===== src/rtl/accel_csr_pkg.sv =====
`default_nettype none
// ============================================================================
//  Module      : accel_csr_pkg
//  Description : Shared definitions for the accelerator CSR block: register
//                byte addresses, CTRL/STATUS bit positions and the packed
//                layer-configuration record.
//  Revision    : 1.0 - initial release
// ============================================================================
package accel_csr_pkg;

    // Register byte addresses (bits [1:0] are ignored by the decoder)
    localparam logic [7:0] CSR_CTRL      = 8'h00;
    localparam logic [7:0] CSR_STATUS    = 8'h04;
    localparam logic [7:0] CSR_DIM_M     = 8'h08;
    localparam logic [7:0] CSR_DIM_N     = 8'h0C;
    localparam logic [7:0] CSR_DIM_K     = 8'h10;
    localparam logic [7:0] CSR_SRC_ADDR  = 8'h14;
    localparam logic [7:0] CSR_DST_ADDR  = 8'h18;
    localparam logic [7:0] CSR_CYCLE_CNT = 8'h1C;
    localparam logic [7:0] CSR_DONE_CNT  = 8'h20;
    localparam logic [7:0] CSR_VERSION   = 8'h24;

    // CTRL bit positions
    localparam int CTRL_START_BIT  = 0;
    localparam int CTRL_ABORT_BIT  = 1;
    localparam int CTRL_IRQ_EN_BIT = 2;

    // STATUS bit positions
    localparam int STAT_BUSY_BIT = 0;
    localparam int STAT_DONE_BIT = 1;
    localparam int STAT_ERR_BIT  = 2;

    // Storage widths of the configuration record; the top level exposes
    // DIM_WIDTH / DATA_WIDTH slices of these fields, so those parameters
    // must not exceed these widths.
    localparam int CFG_DIM_W  = 16;
    localparam int CFG_ADDR_W = 32;

    typedef struct packed {
        logic [CFG_DIM_W-1:0]  m;
        logic [CFG_DIM_W-1:0]  n;
        logic [CFG_DIM_W-1:0]  k;
        logic [CFG_ADDR_W-1:0] src;
        logic [CFG_ADDR_W-1:0] dst;
    } cfg_t;

endpackage : accel_csr_pkg
`default_nettype wire


===== src/rtl/csr_sat_counter.sv =====
`default_nettype none
// ============================================================================
//  Module      : csr_sat_counter
//  Description : Up-counter with synchronous clear. Either saturates at
//                all-ones or wraps to zero, selected by SATURATE.
//  Ports       : clk, rst_n  - clock, async active-low reset
//                clr_i       - clear to zero (has priority over inc_i)
//                inc_i       - increment by one
//                cnt_o       - current count
//  Revision    : 1.0 - initial release
// ============================================================================
module csr_sat_counter #(
    parameter int WIDTH    = 32,
    parameter bit SATURATE = 1'b1
) (
    input  logic             clk,
    input  logic             rst_n,
    input  logic             clr_i,
    input  logic             inc_i,
    output logic [WIDTH-1:0] cnt_o
);

    logic [WIDTH-1:0] cnt_q;
    logic [WIDTH-1:0] cnt_d;
    logic             w_hold;

    generate
        if (SATURATE) begin : g_saturate
            assign w_hold = &cnt_q;
        end else begin : g_wrap
            assign w_hold = 1'b0;
        end
    endgenerate

    assign cnt_d = clr_i              ? '0 :
                   (inc_i && !w_hold) ? cnt_q + WIDTH'(1) :
                                        cnt_q;

    always_ff @(posedge clk or negedge rst_n) begin
        if (!rst_n) begin
            cnt_q <= '0;
        end else begin
            cnt_q <= cnt_d;
        end
    end

    assign cnt_o = cnt_q;

endmodule : csr_sat_counter
`default_nettype wire


===== src/rtl/accel_csr_regs.sv =====
`default_nettype none
// ============================================================================
//  Module      : accel_csr_regs
//  Description : CSR register file for the accelerator engine. Decodes the
//                write/read strobes from the AXI4-Lite slave, holds the layer
//                configuration, runs the START/ABORT/DONE job handshake,
//                keeps sticky DONE/ERR flags, a level IRQ and two perf
//                counters (busy cycles, completed jobs).
//  Ports       : clk, rst_n                 - clock, async active-low reset
//                csr_wen/ren/addr/wdata     - register access strobes
//                csr_rdata                  - combinational read data
//                eng_start/eng_abort        - one-cycle pulses to the engine
//                eng_done/eng_err           - one-cycle pulses from the engine
//                cfg_m/n/k/src/dst          - layer configuration
//                irq                        - registered level interrupt
//  Revision    : 1.0 - initial release
// ============================================================================
module accel_csr_regs
    import accel_csr_pkg::*;
#(
    parameter int                    ADDR_WIDTH = 8,
    parameter int                    DATA_WIDTH = 32,
    parameter int                    DIM_WIDTH  = 16,
    parameter int                    CNT_WIDTH  = 32,
    parameter logic [DATA_WIDTH-1:0] VERSION    = 32'h0001_0000
) (
    input  logic                  clk,
    input  logic                  rst_n,
    input  logic                  csr_wen,
    input  logic                  csr_ren,
    input  logic [ADDR_WIDTH-1:0] csr_addr,
    input  logic [DATA_WIDTH-1:0] csr_wdata,
    output logic [DATA_WIDTH-1:0] csr_rdata,
    output logic                  eng_start,
    output logic                  eng_abort,
    input  logic                  eng_done,
    input  logic                  eng_err,
    output logic [DIM_WIDTH-1:0]  cfg_m,
    output logic [DIM_WIDTH-1:0]  cfg_n,
    output logic [DIM_WIDTH-1:0]  cfg_k,
    output logic [DATA_WIDTH-1:0] cfg_src,
    output logic [DATA_WIDTH-1:0] cfg_dst,
    output logic                  irq
);

    localparam logic [ADDR_WIDTH-1:0] c_addr_ctrl   = ADDR_WIDTH'(CSR_CTRL);
    localparam logic [ADDR_WIDTH-1:0] c_addr_status = ADDR_WIDTH'(CSR_STATUS);
    localparam logic [ADDR_WIDTH-1:0] c_addr_dim_m  = ADDR_WIDTH'(CSR_DIM_M);
    localparam logic [ADDR_WIDTH-1:0] c_addr_dim_n  = ADDR_WIDTH'(CSR_DIM_N);
    localparam logic [ADDR_WIDTH-1:0] c_addr_dim_k  = ADDR_WIDTH'(CSR_DIM_K);
    localparam logic [ADDR_WIDTH-1:0] c_addr_src    = ADDR_WIDTH'(CSR_SRC_ADDR);
    localparam logic [ADDR_WIDTH-1:0] c_addr_dst    = ADDR_WIDTH'(CSR_DST_ADDR);
    localparam logic [ADDR_WIDTH-1:0] c_addr_cycle  = ADDR_WIDTH'(CSR_CYCLE_CNT);
    localparam logic [ADDR_WIDTH-1:0] c_addr_donec  = ADDR_WIDTH'(CSR_DONE_CNT);
    localparam logic [ADDR_WIDTH-1:0] c_addr_ver    = ADDR_WIDTH'(CSR_VERSION);

    // ------------------------------------------------------------------
    // State
    // ------------------------------------------------------------------
    logic irq_en_q, irq_en_d;
    logic busy_q,   busy_d;
    logic done_q,   done_d;
    logic err_q,    err_d;
    logic start_q,  start_d;
    logic abort_q,  abort_d;
    logic irq_q,    irq_d;
    cfg_t cfg_q,    cfg_d;

    logic [CNT_WIDTH-1:0] w_cycle_cnt;
    logic [CNT_WIDTH-1:0] w_done_cnt;

    // ------------------------------------------------------------------
    // Address decode
    // ------------------------------------------------------------------
    logic [ADDR_WIDTH-1:0] w_word;
    logic w_wr_ctrl, w_wr_status, w_wr_cfg;
    logic w_dims_ok, w_start_req, w_start_ok, w_start_rej;
    logic w_abort_ok, w_done_evt, w_cfg_blocked;
    logic w_unused;

    assign w_word      = {csr_addr[ADDR_WIDTH-1:2], 2'b00};
    assign w_wr_ctrl   = csr_wen && (w_word == c_addr_ctrl);
    assign w_wr_status = csr_wen && (w_word == c_addr_status);
    assign w_wr_cfg    = csr_wen && ((w_word == c_addr_dim_m) || (w_word == c_addr_dim_n) ||
                                     (w_word == c_addr_dim_k) || (w_word == c_addr_src)   ||
                                     (w_word == c_addr_dst));

    // Reads have no side effects, so the read strobe carries no information
    assign w_unused = ^{csr_ren, csr_addr[1:0]};

    // ------------------------------------------------------------------
    // Job handshake
    // ------------------------------------------------------------------
    assign w_dims_ok   = (cfg_m != '0) && (cfg_n != '0) && (cfg_k != '0);
    assign w_start_req = w_wr_ctrl && csr_wdata[CTRL_START_BIT];
    // A done pulse arriving with START blocks the accept so the pulse is
    // never mistaken for completion of the new job.
    assign w_start_ok  = w_start_req && !busy_q && w_dims_ok && !eng_done;
    assign w_start_rej = w_start_req && !w_start_ok;
    // Done wins over a simultaneous abort
    assign w_abort_ok  = w_wr_ctrl && csr_wdata[CTRL_ABORT_BIT] && busy_q && !eng_done;
    assign w_done_evt  = eng_done && busy_q;
    assign w_cfg_blocked = w_wr_cfg && busy_q;

    assign busy_d   = w_start_ok || (busy_q && !w_done_evt && !w_abort_ok);
    assign start_d  = w_start_ok;
    assign abort_d  = w_abort_ok;
    assign irq_en_d = w_wr_ctrl ? csr_wdata[CTRL_IRQ_EN_BIT] : irq_en_q;

    // Sticky flags: set event has priority over a same-cycle W1C
    assign done_d = w_done_evt ||
                    (done_q && !(w_wr_status && csr_wdata[STAT_DONE_BIT]));
    assign err_d  = eng_err || w_start_rej || w_cfg_blocked ||
                    (err_q && !(w_wr_status && csr_wdata[STAT_ERR_BIT]));

    assign irq_d  = irq_en_q && (done_q || err_q);

    // Configuration is frozen while a job runs
    always_comb begin
        cfg_d = cfg_q;
        if (csr_wen && !busy_q) begin
            case (w_word)
                c_addr_dim_m: cfg_d.m   = CFG_DIM_W'(csr_wdata[DIM_WIDTH-1:0]);
                c_addr_dim_n: cfg_d.n   = CFG_DIM_W'(csr_wdata[DIM_WIDTH-1:0]);
                c_addr_dim_k: cfg_d.k   = CFG_DIM_W'(csr_wdata[DIM_WIDTH-1:0]);
                c_addr_src:   cfg_d.src = CFG_ADDR_W'(csr_wdata);
                c_addr_dst:   cfg_d.dst = CFG_ADDR_W'(csr_wdata);
                default:      ;
            endcase
        end
    end

    always_ff @(posedge clk or negedge rst_n) begin
        if (!rst_n) begin
            irq_en_q <= 1'b0;
            busy_q   <= 1'b0;
            done_q   <= 1'b0;
            err_q    <= 1'b0;
            start_q  <= 1'b0;
            abort_q  <= 1'b0;
            irq_q    <= 1'b0;
            cfg_q    <= '0;
        end else begin
            irq_en_q <= irq_en_d;
            busy_q   <= busy_d;
            done_q   <= done_d;
            err_q    <= err_d;
            start_q  <= start_d;
            abort_q  <= abort_d;
            irq_q    <= irq_d;
            cfg_q    <= cfg_d;
        end
    end

    // ------------------------------------------------------------------
    // Perf counters
    // ------------------------------------------------------------------
    csr_sat_counter #(
        .WIDTH    (CNT_WIDTH),
        .SATURATE (1'b1)
    ) u_cycle_cnt (
        .clk   (clk),
        .rst_n (rst_n),
        .clr_i (w_start_ok),
        .inc_i (busy_q),
        .cnt_o (w_cycle_cnt)
    );

    csr_sat_counter #(
        .WIDTH    (CNT_WIDTH),
        .SATURATE (1'b0)
    ) u_done_cnt (
        .clk   (clk),
        .rst_n (rst_n),
        .clr_i (1'b0),
        .inc_i (w_done_evt),
        .cnt_o (w_done_cnt)
    );

    // ------------------------------------------------------------------
    // Read mux
    // ------------------------------------------------------------------
    always_comb begin
        csr_rdata = '0;
        case (w_word)
            c_addr_ctrl:   csr_rdata = DATA_WIDTH'({irq_en_q, 2'b00});
            c_addr_status: csr_rdata = DATA_WIDTH'({err_q, done_q, busy_q});
            c_addr_dim_m:  csr_rdata = DATA_WIDTH'(cfg_m);
            c_addr_dim_n:  csr_rdata = DATA_WIDTH'(cfg_n);
            c_addr_dim_k:  csr_rdata = DATA_WIDTH'(cfg_k);
            c_addr_src:    csr_rdata = cfg_src;
            c_addr_dst:    csr_rdata = cfg_dst;
            c_addr_cycle:  csr_rdata = DATA_WIDTH'(w_cycle_cnt);
            c_addr_donec:  csr_rdata = DATA_WIDTH'(w_done_cnt);
            c_addr_ver:    csr_rdata = VERSION;
            default:       csr_rdata = '0;
        endcase
    end

    assign eng_start = start_q;
    assign eng_abort = abort_q;
    assign irq       = irq_q;
    assign cfg_m     = cfg_q.m[DIM_WIDTH-1:0];
    assign cfg_n     = cfg_q.n[DIM_WIDTH-1:0];
    assign cfg_k     = cfg_q.k[DIM_WIDTH-1:0];
    assign cfg_src   = cfg_q.src[DATA_WIDTH-1:0];
    assign cfg_dst   = cfg_q.dst[DATA_WIDTH-1:0];

endmodule : accel_csr_regs
`default_nettype wire

===== config.mk =====
export PLATFORM = sky130hd
export DESIGN_NAME = accel_csr_regs
export DESIGN_NICKNAME = d
export VERILOG_FILES = /design/src/rtl/accel_csr_pkg.sv /design/src/rtl/csr_sat_counter.sv /design/src/rtl/accel_csr_regs.sv
export SDC_FILE = /design/constraint.sdc
export NUM_CORES = 1
export LEC_CHECK = 0
export ABC_AREA = 1
export CORE_MARGIN = 4
export CORE_UTILIZATION = 52
export CTS_CLUSTER_DIAMETER = 40
export CTS_CLUSTER_SIZE = 28
export DETAILED_ROUTE_END_ITERATION = 8
export HOLD_SLACK_MARGIN = 0.03
export PLACE_DENSITY_LB_ADDON = 0.2
export SETUP_SLACK_MARGIN = 0.2
export SLEW_MARGIN = 5
export SYNTH_ARGS = -nofsm -noshare
export SYNTH_HDL_FRONTEND = slang
export SYNTH_SLANG_ARGS = --single-unit

===== constraint.sdc =====
create_clock -name clk -period 2.4 [get_ports clk]
set_input_delay 0.6 -clock clk [delete_from_list [all_inputs] [get_ports clk]]
set_output_delay 0.6 -clock clk [all_outputs]
set_load 0.01 [all_outputs]

==> impl_metrics.yaml <==
clock_network:
  htreeDepth: 4
  cts_tree: "built"
  hold_buffers_post_cts: 0
  clock_insertion_delay_worst_skew_ps: 450
  clock_path_buffers: 2
  cts.reportedPaths.clkPinSlew_ps: 80
  cts_sinks: 183
  clock_tree.root_cell: "sky130_fd_sc_hd__clkbuf_16"
  cts_inserted_buffers: 17
synth:
  postSynthAreaPerCell_um2: 7.60
  synth_warnings: 0
  synth-xor-area-share: 0.0311
  synthSimpleGateAreaFrac: 0.295
  mappedNetlistNets: 1307
  netlist_top_cells_area: "sky130_fd_sc_hd__dfrtp_1 (48%), sky130_fd_sc_hd__nand2_1 (15%), sky130_fd_sc_hd__o21ai_0 (6.6%), sky130_fd_sc_hd__nor2_1 (5.3%), sky130_fd_sc_hd__inv_1 (4.4%)"
  post_synthesis_cell_type_count: 37
  synth_most_common_cell: "sky130_fd_sc_hd__nand2_1"
  synth_ff_type: "sky130_fd_sc_hd__dfrtp_1"
  synth_top_family_by_area: "simple AND/OR/NAND/NOR gates"
  synth-edff-count: 0
  ys_top_cells_by_count: "sky130_fd_sc_hd__nand2_1 (394), sky130_fd_sc_hd__dfrtp_1 (183), sky130_fd_sc_hd__nor2_1 (135)"
  yosys-mux-area-fraction: 0
  netlist.top_cell.by_area: "sky130_fd_sc_hd__dfrtp_1"
  synth_adder_area_share: 0.00262
  synth_largest_type_area_fraction: 0.479
  post_synth_instance_area_um2: 9570
  postSynthCellCount: 1259
  async_flop_share: 1.00
  synth_compound_gate_area_share: 0.120
  synth.ff_latch_count: 183
  synth_sequential_area_ratio: 0.479
cells_and_area:
  final_nets: 1550
  antenna_cells_inserted: 0
  final_core_util: 0.743
  fin_area_um2: 13400
  share_of_cells_above_drive_strength_1: 0.166
  num-fill-cells: 1364
  synthToLayoutAreaGrowth_pct: 40.0
global_route:
  number_of_global_route_vias_before_repair: 9535
  antenna_violations_before_repair: 0
  grt_remaining_overflow: 0
  global_route_wire_length_before_repair_mm: 52.7
  gr-usage-all-layers: 0.330
  pin_count_of_the_biggest_net_entering_global_routing: 56
place:
  dp.final_hpwl_mm: 23.7
  place.port_buffers: 189
  dp_slack_ps: -935
  placed_cell_area_um2: 12200
  globalplace.congestion: 0.979
setup_path:
  worstPathCellList: "buf_8, inv_6, buf_6, nor2_4, nand3_4, inv_8, buf_12, buf_16, a22oi_2, nand4_1, buf_2"
  required_ps: 1800
  cpMaxStageDelayCell: "sky130_fd_sc_hd__a22oi_2"
  cp-end-kind: "output pin"
  critical_path.startpoint_type: "input pin"
  worst-endpoint-arrival_ps: 1890
  worst_path_largest_cell_delay_ps: 200
  path_max_fanout: 6
  worst-setup-path-type: "input pin to output pin"
job:
  maxCapViolations: 0
sta:
  fin_worst_hold_slack_ps: 69.8
  fin_ws_ps: -88.3
  worst_pin_slew_ps: 496
  timing_max_transition_violations_final: 0
  report.final.hold_viol_count: 0
  finalSetupViolCount: 6
  final_min_period_ps: 2490
  period_share: 1.04
  max_clock_freq_mhz: 402
  timing.slew.headroom: 0.667
  unrepaired_setup_endpoints_after_global_routing: "yes"
  skew_ps: 14.2
min_path:
  worst_hold_path_type: "input pin to asynchronous set/reset pin"
drt:
  count_of_routing_violations_after_the_opening_detailed_route_iteration: 957
  dr_total_vias: 9843
  post_drt_wl_per_cell_um: 19.6
  wl_mm: 34.2
  post_drt_via_cell_ratio: 5.64
  drt_drc_violations_left: 0
  drt_pass1_iterations: 6
  final_antenna_net_count: 0
run_status:
  failed_checks: "negative setup slack"
  status: "finished, violations left"
power:
  peakVddDrop_uv: 488
  static-leakage-power_nw: 6.39
  powerDensity_nw_per_um2: 602
  total_power_mw: 8.06
floorplanning:
  die_area_um2: 20600
  fp.coreArea_um2: 18000
  vertical_die_dimension_um: 144
  floorplan.die.width_um: 144
  floorplan.initialDensity: 0.531
  std_cell_rows: 49
  io_pins: 193
where the power goes:
| part | internal, mW | switching (mW) |
|---|---|---|
| logic | 0.738 | 0.701 |
| registers | 3.37 | 0.359 |
| clock network | 1.50 | 1.40 |
worst paths after layout:
| kind | startpoint | to | slack, ps | cells past startpoint |
|---|---|---|---|---|
| worst max-delay path | csr_addr[5] | csr_rdata[9] | -90 | 11 |
| worst min-delay path | rst_n | cfg_src[1] | 70 | 1 |
| worst max register to register | u_cycle_cnt.cnt_o[0] | u_cycle_cnt.cnt_o[23] | 320 | 12 |
| worst min register to register | u_done_cnt.cnt_o[31] | u_done_cnt.cnt_o[31] | 500 | 1 |
| max in group asynchronous | rst_n | cfg_dst[19] | 1690 | 2 |
| min in group clk | u_done_cnt.cnt_o[31] | u_done_cnt.cnt_o[31] | 500 | 1 |
critical path, delay by kind of cell:
family | cells | cell delay, ps
buffers and inverters | 7 | 770
and+or+nand+nor | 3 | 300
AOI/OAI and AO/OA | 1 | 200
registers in the layout, indices dropped and copies added (netlist names):
name and cells:
busy_q 1, cfg_dst 32, cfg_k 16, cfg_m 16, cfg_n 16, cfg_src 32, done_q 1, eng_abort 1
eng_start 1, err_q 1, irq 1, irq_en_q 1, u_cycle_cnt.cnt_o 32, u_done_cnt.cnt_o 32
cell type report:
cell class / instances / area, um^2 / area share
multi-input combinational: 908 / 4630 / 0.346
sequential: 183 / 4580 / 0.342
timing repair buffer: 270 / 2790 / 0.208
inverter: 122 / 497 / 0.0371
clock buffer: 17 / 425 / 0.0318
tap: 229 / 287 / 0.0214
clock inverter: 15 / 179 / 0.0134
metrics by stage:
step	cells	TNS [ps]
6_report	1744	-204
5_1_grt	1744	-790
4_1_cts	1733	-35.4
3_5_place_dp	1688	-30800
3_3_place_gp	1688	-29940
2_1_floorplan	1259	0
routing by layer:
metal | global-route usage | part of all wire | vias to the layer above
met4 | 0.109 | 0.024 | 0
met2 | 0.501 | 0.46 | 510
li1 | - | - | 4580
met1 | 0.458 | 0.42 | 4686
met5 | 0 | 0 | -
met3 | 0.0968 | 0.097 | 67
cells by family after synthesis:
kind of cell / Yosys count
adders and majority gates: 2
DFF: 183
xor gates and xnor gates: 34
buffers and inverters: 168
AOI/OAI and AO/OA: 201
and+or+nand+nor: 671
cells in the final DEF, fill, tap and decap left out, types with 11 or more instances in the layout:
| cell | instances |
|---|---|
| sky130_fd_sc_hd__a22oi_2 | 24 |
| sky130_fd_sc_hd__inv_1 | 108 |
| sky130_fd_sc_hd__xor2_1 | 27 |
| sky130_fd_sc_hd__nor3_1 | 17 |
| sky130_fd_sc_hd__dfrtp_1 | 183 |
| sky130_fd_sc_hd__o211ai_1 | 12 |
| sky130_fd_sc_hd__nor2_4 | 11 |
| sky130_fd_sc_hd__nand4_1 | 23 |
| sky130_fd_sc_hd__nand2_2 | 18 |
| sky130_fd_sc_hd__clkdlybuf4s50_1 | 150 |
| sky130_fd_sc_hd__buf_2 | 30 |
| sky130_fd_sc_hd__nand3_1 | 72 |
| sky130_fd_sc_hd__buf_12 | 18 |
| sky130_fd_sc_hd__nand2_1 | 374 |
| sky130_fd_sc_hd__clkbuf_16 | 19 |
| sky130_fd_sc_hd__a22oi_1 | 13 |
| sky130_fd_sc_hd__buf_4 | 47 |
| sky130_fd_sc_hd__o21ai_0 | 120 |
| sky130_fd_sc_hd__nor2_1 | 128 |
| sky130_fd_sc_hd__buf_6 | 13 |
timing repair:
item,CTS,global route
cloned,6,2
gates resized for setup,229,58
setup buffers,7,9
endpoints found under the setup margin,32,38
pin swaps,22,16
Power figures use the tool's default switching activity.
